==> src/rtl/nios2_qsys_oci_dct_pkg.sv <==
// rtl/nios2_qsys_oci_dct_pkg.sv - shared widths, state and frame types for the OCI trace unpacker
package nios2_qsys_oci_dct_pkg;

  localparam int ATOM_W  = 2;
  localparam int SLOTS   = 15;
  localparam int CNT_W   = 4;
  localparam int FRAME_W = ATOM_W * SLOTS;

  typedef enum logic {
    IDLE  = 1'b0,
    SHIFT = 1'b1
  } dct_state_t;

  // buf_data carries the packed atoms; the word "buf" alone is a reserved gate keyword
  typedef struct packed {
    logic [FRAME_W-1:0] buf_data;
    logic [CNT_W-1:0]   cnt;
  } dct_frame_t;

endpackage

==> src/rtl/nios2_qsys_oci_dct_hold_reg.sv <==
// rtl/nios2_qsys_oci_dct_hold_reg.sv - one-frame hold register with full flag
module nios2_qsys_oci_dct_hold_reg
  import nios2_qsys_oci_dct_pkg::*;
(
  input  logic               clk,
  input  logic               reset_n,
  input  logic               load,
  input  logic               clear,
  input  logic [FRAME_W-1:0] in_buf,
  input  logic [CNT_W-1:0]   in_cnt,
  output logic [FRAME_W-1:0] h_buf,
  output logic [CNT_W-1:0]   h_cnt,
  output logic               h_full
);

  dct_frame_t frame;

  always_ff @(posedge clk or negedge reset_n) begin
    if (!reset_n) begin
      frame  <= '0;
      h_full <= 1'b0;
    end else if (load) begin
      frame  <= '{buf_data: in_buf, cnt: in_cnt};
      h_full <= 1'b1;
    end else if (clear) begin
      h_full <= 1'b0;
    end
  end

  assign h_buf = frame.buf_data;
  assign h_cnt = frame.cnt;

endmodule

==> src/rtl/nios2_qsys_oci_dct_unpacker.sv <==
// rtl/nios2_qsys_oci_dct_unpacker.sv - replays packed trace frames as 2-bit atoms
// Statistics counters are built only when OCI_DCT_UNPACKER_STATS_EN is defined.
module nios2_qsys_oci_dct_unpacker #(
  parameter int ATOM_W = nios2_qsys_oci_dct_pkg::ATOM_W,
  parameter int SLOTS  = nios2_qsys_oci_dct_pkg::SLOTS,
  parameter int CNT_W  = nios2_qsys_oci_dct_pkg::CNT_W
) (
  input  logic                    clk,
  input  logic                    reset_n,
  input  logic                    in_valid,
  output logic                    in_ready,
  input  logic [ATOM_W*SLOTS-1:0] dct_buffer,
  input  logic [CNT_W-1:0]        dct_count,
  output logic                    atom_valid,
  input  logic                    atom_ready,
  output logic [ATOM_W-1:0]       atom_data,
  output logic                    atom_last,
  input  logic                    flush,
  output logic                    busy,
  output logic [15:0]             frame_cnt,
  output logic [15:0]             atom_cnt
);

  import nios2_qsys_oci_dct_pkg::dct_state_t;
  import nios2_qsys_oci_dct_pkg::IDLE;
  import nios2_qsys_oci_dct_pkg::SHIFT;

  dct_state_t              state, state_d;
  logic [ATOM_W*SLOTS-1:0] sh_buf, sh_buf_d;
  logic [CNT_W-1:0]        sh_rem, sh_rem_d;
  logic [ATOM_W*SLOTS-1:0] h_buf;
  logic [CNT_W-1:0]        h_cnt;
  logic                    h_full;
  logic                    hold_load, hold_clear;
  logic                    accept, in_nz, atom_hs, last_hs, shifter_free;

  assign in_ready     = ~h_full & ~flush;
  assign accept       = in_valid & in_ready;
  assign in_nz        = (dct_count != '0);
  assign atom_valid   = (state == SHIFT);
  assign atom_last    = atom_valid & (sh_rem == CNT_W'(1));
  assign atom_data    = atom_valid ? sh_buf[ATOM_W-1:0] : '0;
  assign atom_hs      = atom_valid & atom_ready;
  assign last_hs      = atom_hs & atom_last;
  assign shifter_free = (state == IDLE) | last_hs;
  assign busy         = (state == SHIFT) | h_full;

  always_comb begin
    state_d    = state;
    sh_buf_d   = sh_buf;
    sh_rem_d   = sh_rem;
    hold_load  = 1'b0;
    hold_clear = 1'b0;
    if (flush) begin
      state_d    = IDLE;
      sh_rem_d   = '0;
      hold_clear = 1'b1;
    end else begin
      // A held frame always precedes new input; in_ready is low whenever one is held.
      if (shifter_free && h_full) begin
        state_d    = SHIFT;
        sh_buf_d   = h_buf;
        sh_rem_d   = h_cnt;
        hold_clear = 1'b1;
      end else if (shifter_free && accept && in_nz) begin
        state_d  = SHIFT;
        sh_buf_d = dct_buffer;
        sh_rem_d = dct_count;
      end else if (last_hs) begin
        state_d  = IDLE;
        sh_rem_d = '0;
      end else if (atom_hs) begin
        sh_buf_d = sh_buf >> ATOM_W;
        sh_rem_d = sh_rem - CNT_W'(1);
      end
      hold_load = accept & in_nz & ~shifter_free;
    end
  end

  always_ff @(posedge clk or negedge reset_n) begin
    if (!reset_n) begin
      state  <= IDLE;
      sh_buf <= '0;
      sh_rem <= '0;
    end else begin
      state  <= state_d;
      sh_buf <= sh_buf_d;
      sh_rem <= sh_rem_d;
    end
  end

  nios2_qsys_oci_dct_hold_reg u_hold (
    .clk     (clk),
    .reset_n (reset_n),
    .load    (hold_load),
    .clear   (hold_clear),
    .in_buf  (dct_buffer),
    .in_cnt  (dct_count),
    .h_buf   (h_buf),
    .h_cnt   (h_cnt),
    .h_full  (h_full)
  );

`ifdef OCI_DCT_UNPACKER_STATS_EN
  logic [15:0] frame_cnt_q, atom_cnt_q;

  always_ff @(posedge clk or negedge reset_n) begin
    if (!reset_n) begin
      frame_cnt_q <= '0;
      atom_cnt_q  <= '0;
    end else begin
      if (last_hs) frame_cnt_q <= frame_cnt_q + 16'd1;
      if (atom_hs) atom_cnt_q  <= atom_cnt_q + 16'd1;
    end
  end

  assign frame_cnt = frame_cnt_q;
  assign atom_cnt  = atom_cnt_q;
`else
  assign frame_cnt = '0;
  assign atom_cnt  = '0;
`endif

endmodule

==> config.mk <==
export PLATFORM = sky130hd
export DESIGN_NAME = nios2_qsys_oci_dct_unpacker
export DESIGN_NICKNAME = d
export VERILOG_FILES = /design/src/rtl/nios2_qsys_oci_dct_pkg.sv /design/src/rtl/nios2_qsys_oci_dct_hold_reg.sv /design/src/rtl/nios2_qsys_oci_dct_unpacker.sv
export SDC_FILE = /design/constraint.sdc
export NUM_CORES = 1
export LEC_CHECK = 0
export ABC_AREA = 0
export ABC_CLOCK_PERIOD_IN_PS = 2560
export BUFFER_PORTS_ARGS = -buffer_cell sky130_fd_sc_hd__buf_2
export CAP_MARGIN = 10
export CORE_MARGIN = 2
export CORE_UTILIZATION = 58
export CTS_BUF_LIST = sky130_fd_sc_hd__clkbuf_4 sky130_fd_sc_hd__clkbuf_8
export CTS_CLUSTER_DIAMETER = 150
export DETAILED_ROUTE_END_ITERATION = 8
export GPL_TIMING_DRIVEN = 0
export PLACE_DENSITY = 0.88
export REMOVE_ABC_BUFFERS = 1
export SYNTH_ARGS = -nofsm -noshare
export SYNTH_HDL_FRONTEND = slang
export SYNTH_SLANG_ARGS = --single-unit
export TNS_END_PERCENT = 30
==> constraint.sdc <==
create_clock -name clk -period 2.56 [get_ports clk]
set_input_delay 0.128 -clock clk [delete_from_list [all_inputs] [get_ports clk]]
set_output_delay 0.128 -clock clk [all_outputs]
set_load 0.01 [all_outputs]
# [After elaboration in Yosys (flattened, before gate mapping)]
# Index checks and enable logic that the tools add are counted.
[word_totals] elab_cells=50 output_inout_bits=38 reg_bits=70
[classes] addsub=1 bitwise=13 n_eq_ne=2 mux=19 reduce_logical=9
[ops] op="$mux 30" count=4
[ops] op="$mux 4" count=5
[ops] op="$mux 1" count=9
[ops] op="$reduce_bool 4->1" count=2
[ops] op="$and 1x1->1" count=7
[ops] op="$reduce_bool 5->1" count=1
[ops] op="$eq 4x1->1 const B" count=1
[ops] op="$not 1->1" count=4
[ops] op="$sub 4x1->4 const B" count=1
[ops] op="$logic_and 1x1->1" count=3
[ops] op="$ne 3x1->1 const B" count=1
[ops] op="$reduce_and 3->1" count=1
[ops] op="$reduce_bool 3->1" count=1
[ops] op="$mux 2" count=1
[ops] op="$or 1x1->1" count=2
[ops] op="$reduce_bool 2->1" count=1

# [Longest topological paths before layout]
[depth] ltp_word=9 depth_mapped=8

# [Cells and area by module]
# From an unflattened synthesis, not the netlist that was laid out.
[hier_totals] cells_unflattened=489 hier_area_um2=4687.0
[modules_own_cells] module="nios2_qsys_oci_dct_unpacker" cells_per_inst=414 seq_area_each_um2=875.8 area_each_um2=3236.9 instances=1
[modules_own_cells] module="nios2_qsys_oci_dct_hold_reg" cells_per_inst=75 seq_area_each_um2=875.8 area_each_um2=1450.1 instances=1

# [Least setup slack after synthesis]
# Ideal clock, no wire load.
[synth_timing] kind="register to register" from="register sh_rem[1]" to="register u_hold.frame, in the netlist u_hold.h_buf[0]" arrival_time_ps=1788 required_ps=2435 path_stages_with_launch=9 setup_time_ps=125 path_buffers=2 path_slack_ps=647 cell_sequence="dfrtp_1 inv_1 ha_1 nand4bb_1 and2_1 buf_2 nand2_1 buf_4 mux2_2"
[synth_via] elab_chain_len=7
[synth_lines] element="start: declaration" line="nios2_qsys_oci_dct_unpacker.sv:30" rtl="logic [CNT_W-1:0] sh_rem, sh_rem_d;"
[synth_lines] element="start signal: assignment" line="nios2_qsys_oci_dct_unpacker.sv:88" rtl="sh_rem <= sh_rem_d;"
[synth_lines] element="$eq 4x1->1" line="nios2_qsys_oci_dct_unpacker.sv:41" rtl="assign atom_last = atom_valid & (sh_rem == CNT_W'(1));"
[synth_lines] element="$and 1x1->1" line="nios2_qsys_oci_dct_unpacker.sv:41"
[synth_lines] element="$and 1x1->1" line="nios2_qsys_oci_dct_unpacker.sv:44" rtl="assign last_hs = atom_hs & atom_last;"
[synth_lines] element="$or 1x1->1" line="nios2_qsys_oci_dct_unpacker.sv:45" rtl="assign shifter_free = (state == IDLE) | last_hs;"
[synth_lines] element="$not 1->1" line="nios2_qsys_oci_dct_unpacker.sv:76" rtl="hold_load = accept & in_nz & ~shifter_free;"
[synth_lines] element="$and 1x1->1" line="nios2_qsys_oci_dct_unpacker.sv:76"
[synth_lines] element="$mux 1" line="nios2_qsys_oci_dct_unpacker.sv:54" rtl="if (flush) begin"
[synth_lines] element="end signal: assignment" line="nios2_qsys_oci_dct_hold_reg.sv:23" rtl="frame <= '{buf_data: in_buf, cnt: in_cnt};"
[synth_lines] element="end: declaration" line="nios2_qsys_oci_dct_hold_reg.sv:16" rtl="dct_frame_t frame;"
# Every way passes these cells.
# A chain may end at the register's enable or synchronous reset.

# [Final worst setup path]
[layout_timing] from="register sh_rem[0]" to="register u_hold.frame, in the netlist u_hold.h_buf[28]"
# Same word-level chain as after synthesis.

==> metrics <==
simple-gate area share of the yosys netlist=0.0960; FF-to-FF path depth=6; Longest Clk Path Bufs=2; CTS tree=built; Hold Crit Depth=2; minimum clock period after layout=between 2000 and 2500 ps; DRC=0; port bufs=44; Reg clk slew, reported paths=~80 ps; number of global-route vias before repair=~3200; Via density=around 6.0; Worst EP required=~2800 ps; CTS H-tree lvls=3; Synth Area in XOR/XNOR=0.00425; relative slew slack=0.299; Power, Total=around 3.8 mW; CP Max Fanout=35; layout net count=roughly 500; min-delay src=dct_buffer[20]; ranking of synthesized cells by area=dfrtp_1 43%, mux2_2 9.3%, buf_4 6.9%; Antenna diodes=0; largest family of logic cells by synthesized area=compound AO/OA/AOI/OAI gates; Crit. End Element=register; total length of routed wires=9160 um; I/O pin total=77; die width=between 80 and 90 um; Core Area=6830 um2; clock skew=just under 6 ps; die height=88.3 um; Synth Flop Type=dfrtp_1; CTS Buf Count=9; overall routing resource usage=0.251; CTS sink count=70; outcome=completed; Power Density=826 nW/um2; Slew Viols, Final=0; initial core utilization=0.603; most common cell in the netlist=dfrtp_1; Yosys warning total=0; row count=30; max-cap violations=0; Adder-Cell Fraction of Synth Area=0.00608; post-detail-place hpwl=around 5600 um; final hold vios=0; Avg Cell Area, Syn=around 9.3 um2; crit path launch type=register; register area share after synthesis=0.425; worst skew pair latency=approximately 360 ps; Hold Crit Class=input port to register; routed via count=~3400; R2R Setup Slk=roughly 130 ps; Pleak=around 2.1 nW; DR iter-0 viols=roughly 280; post-route clock period utilization=0.948; ANT nets after route=0; Synth Register Bits=70; total gr overflow=0; critical path type=register to register; Post-synth EDFFs=0; largest net degree at the start of global routing=71; Final Setup Violations=0; RSZ-0062 raised after global routing=false; initial antenna violation count=0; final core occ=0.668; Post-synth ARST share=1.00; fmax=~0.41 GHz; DR WL/cell=16.2 um; RR Endpoint=u_hold.h_buf[28]; Synth top cells by count=70 x dfrtp_1, 61 x nor2_1, 38 x buf_4, 35 x o21ai_0; clk root buf=clkbuf_8; dominant cell type by area after synthesis=dfrtp_1; Yosys top cell area share=0.425; Layout Area Growth over Synthesis=10.9%; proportion of layout cells with a drive suffix above 1=0.236; first-pass iteration count of the detailed router=5; worst reg2reg path startpoint=sh_rem[0]; first-pass GRT wire length=15100 um; DIE AREA=just under 8000 um2; Post-Syn Area=roughly 4100 um2; Unique masters post-synth=44; multiplexer share of the synthesized area=0.0954; # fillers=566; Hold Path End=u_hold.h_buf[20]; complex-gate fraction of the synthesized area=0.237; Final Wtd Congestion=between 0.9 and 1; Critical Path AT=between 2000 and 3000 ps; VDD IR max=586 uV; Synth Instances=443; Tightest Pin Transition=1050 ps
[logic make-up (layout without fill, tap and decap cells)]
group,Yosys count,after routing
adders and majority gates,2,2
AOI/OAI and AO/OA,142,143
and+or+nand+nor,87,87
buffers and inverters,104,100
muxes,35,35
xor gates and xnor gates,2,2
DFF,70,70
other,1,32
[power breakdown]
part	total [mW]	internal [mW]	switching (mW)
Sequential	1.66	1.46	0.199
Combinational	0.924	0.429	0.495
Clock	1.19	0.757	0.435
Total	3.77	2.64	1.13
[per-stage QoR]
stage	std cells	area [um2]	hold WS (ps)	TNS, ps	setup WS [ps]
2_1_floorplan	404	3810	-168	-29110	-499
3_3_place_gp	544	4150	377	-92240	-1480
3_5_place_dp	548	4250	304	-58270	-998
4_1_cts	567	4560	5.59	0	127
5_1_grt	567	4570	5.56	0	21.2
6_report	567	4570	13.5	0	132
[flip-flops by register name, indices dropped and copies added, names as in the netlist]
signal	cells
atom_valid	1
sh_buf	30
sh_rem	4
u_hold.h_buf	30
u_hold.h_cnt	4
u_hold.h_full	1
[final cells by class]
type | instances | area, um2 | area share
clock inverters | 6 | 134 | 0.0293
multi-input cells | 301 | 1970 | 0.431
repair buffers | 50 | 330 | 0.0723
well taps | 96 | 120 | 0.0263
flip-flops and latches | 70 | 1750 | 0.384
inverters | 34 | 128 | 0.0280
clock buffers | 10 | 131 | 0.0288
[routing by layer]
metal	GRT usage	part of all wire	wire length (um)
met1	0.327	0.43	3940
met2	0.415	0.49	4510
met3	0.0578	0.066	606
met4	0.0854	0.011	103
met5	0	0	0
[critical path, stage by stage, from the launching register on]
cell and delay (ps):
dfrtp_1 440, ha_1 260, nand4bb_1 230, and2_4 440
nand2_2 360, buf_16 290, mux2_2 280
[cells in the final DEF (no fill, tap or decap), types with 4 or more instances in the layout]
cell,instances
dfrtp_1,69
nor2_1,61
buf_2,43
inv_1,34
mux2_2,34
o21ai_0,34
a21oi_1,33
conb_1,32
o31ai_1,30
a32oi_1,28
clkbuf_8,9
bufinv_16,4
[worst max-delay path by stage]
stage	from	endpoint	slack [ps]	cells after the start
after CTS	atom_valid	sh_buf[0]	130	4
after floorplan	u_hold.h_full	sh_buf[28]	-500	4
final	sh_rem[0]	u_hold.h_buf[28]	130	6
after detailed placement	sh_rem[0]	u_hold.h_buf[4]	-1000	6
after global routing	sh_rem[0]	u_hold.h_buf[29]	20	6
after global placement	u_hold.h_full	sh_buf[20]	-1480	4
[what timing repair did]
action,CTS,global route
resized for setup,6,1
endpoints found under the setup margin,64,25
pin swaps,1,0
gates cloned,1,0
hold endpoints to repair,70,0
hold buffers,1,0
setup buffers,1,0
Power figures use the tool's default switching activity.
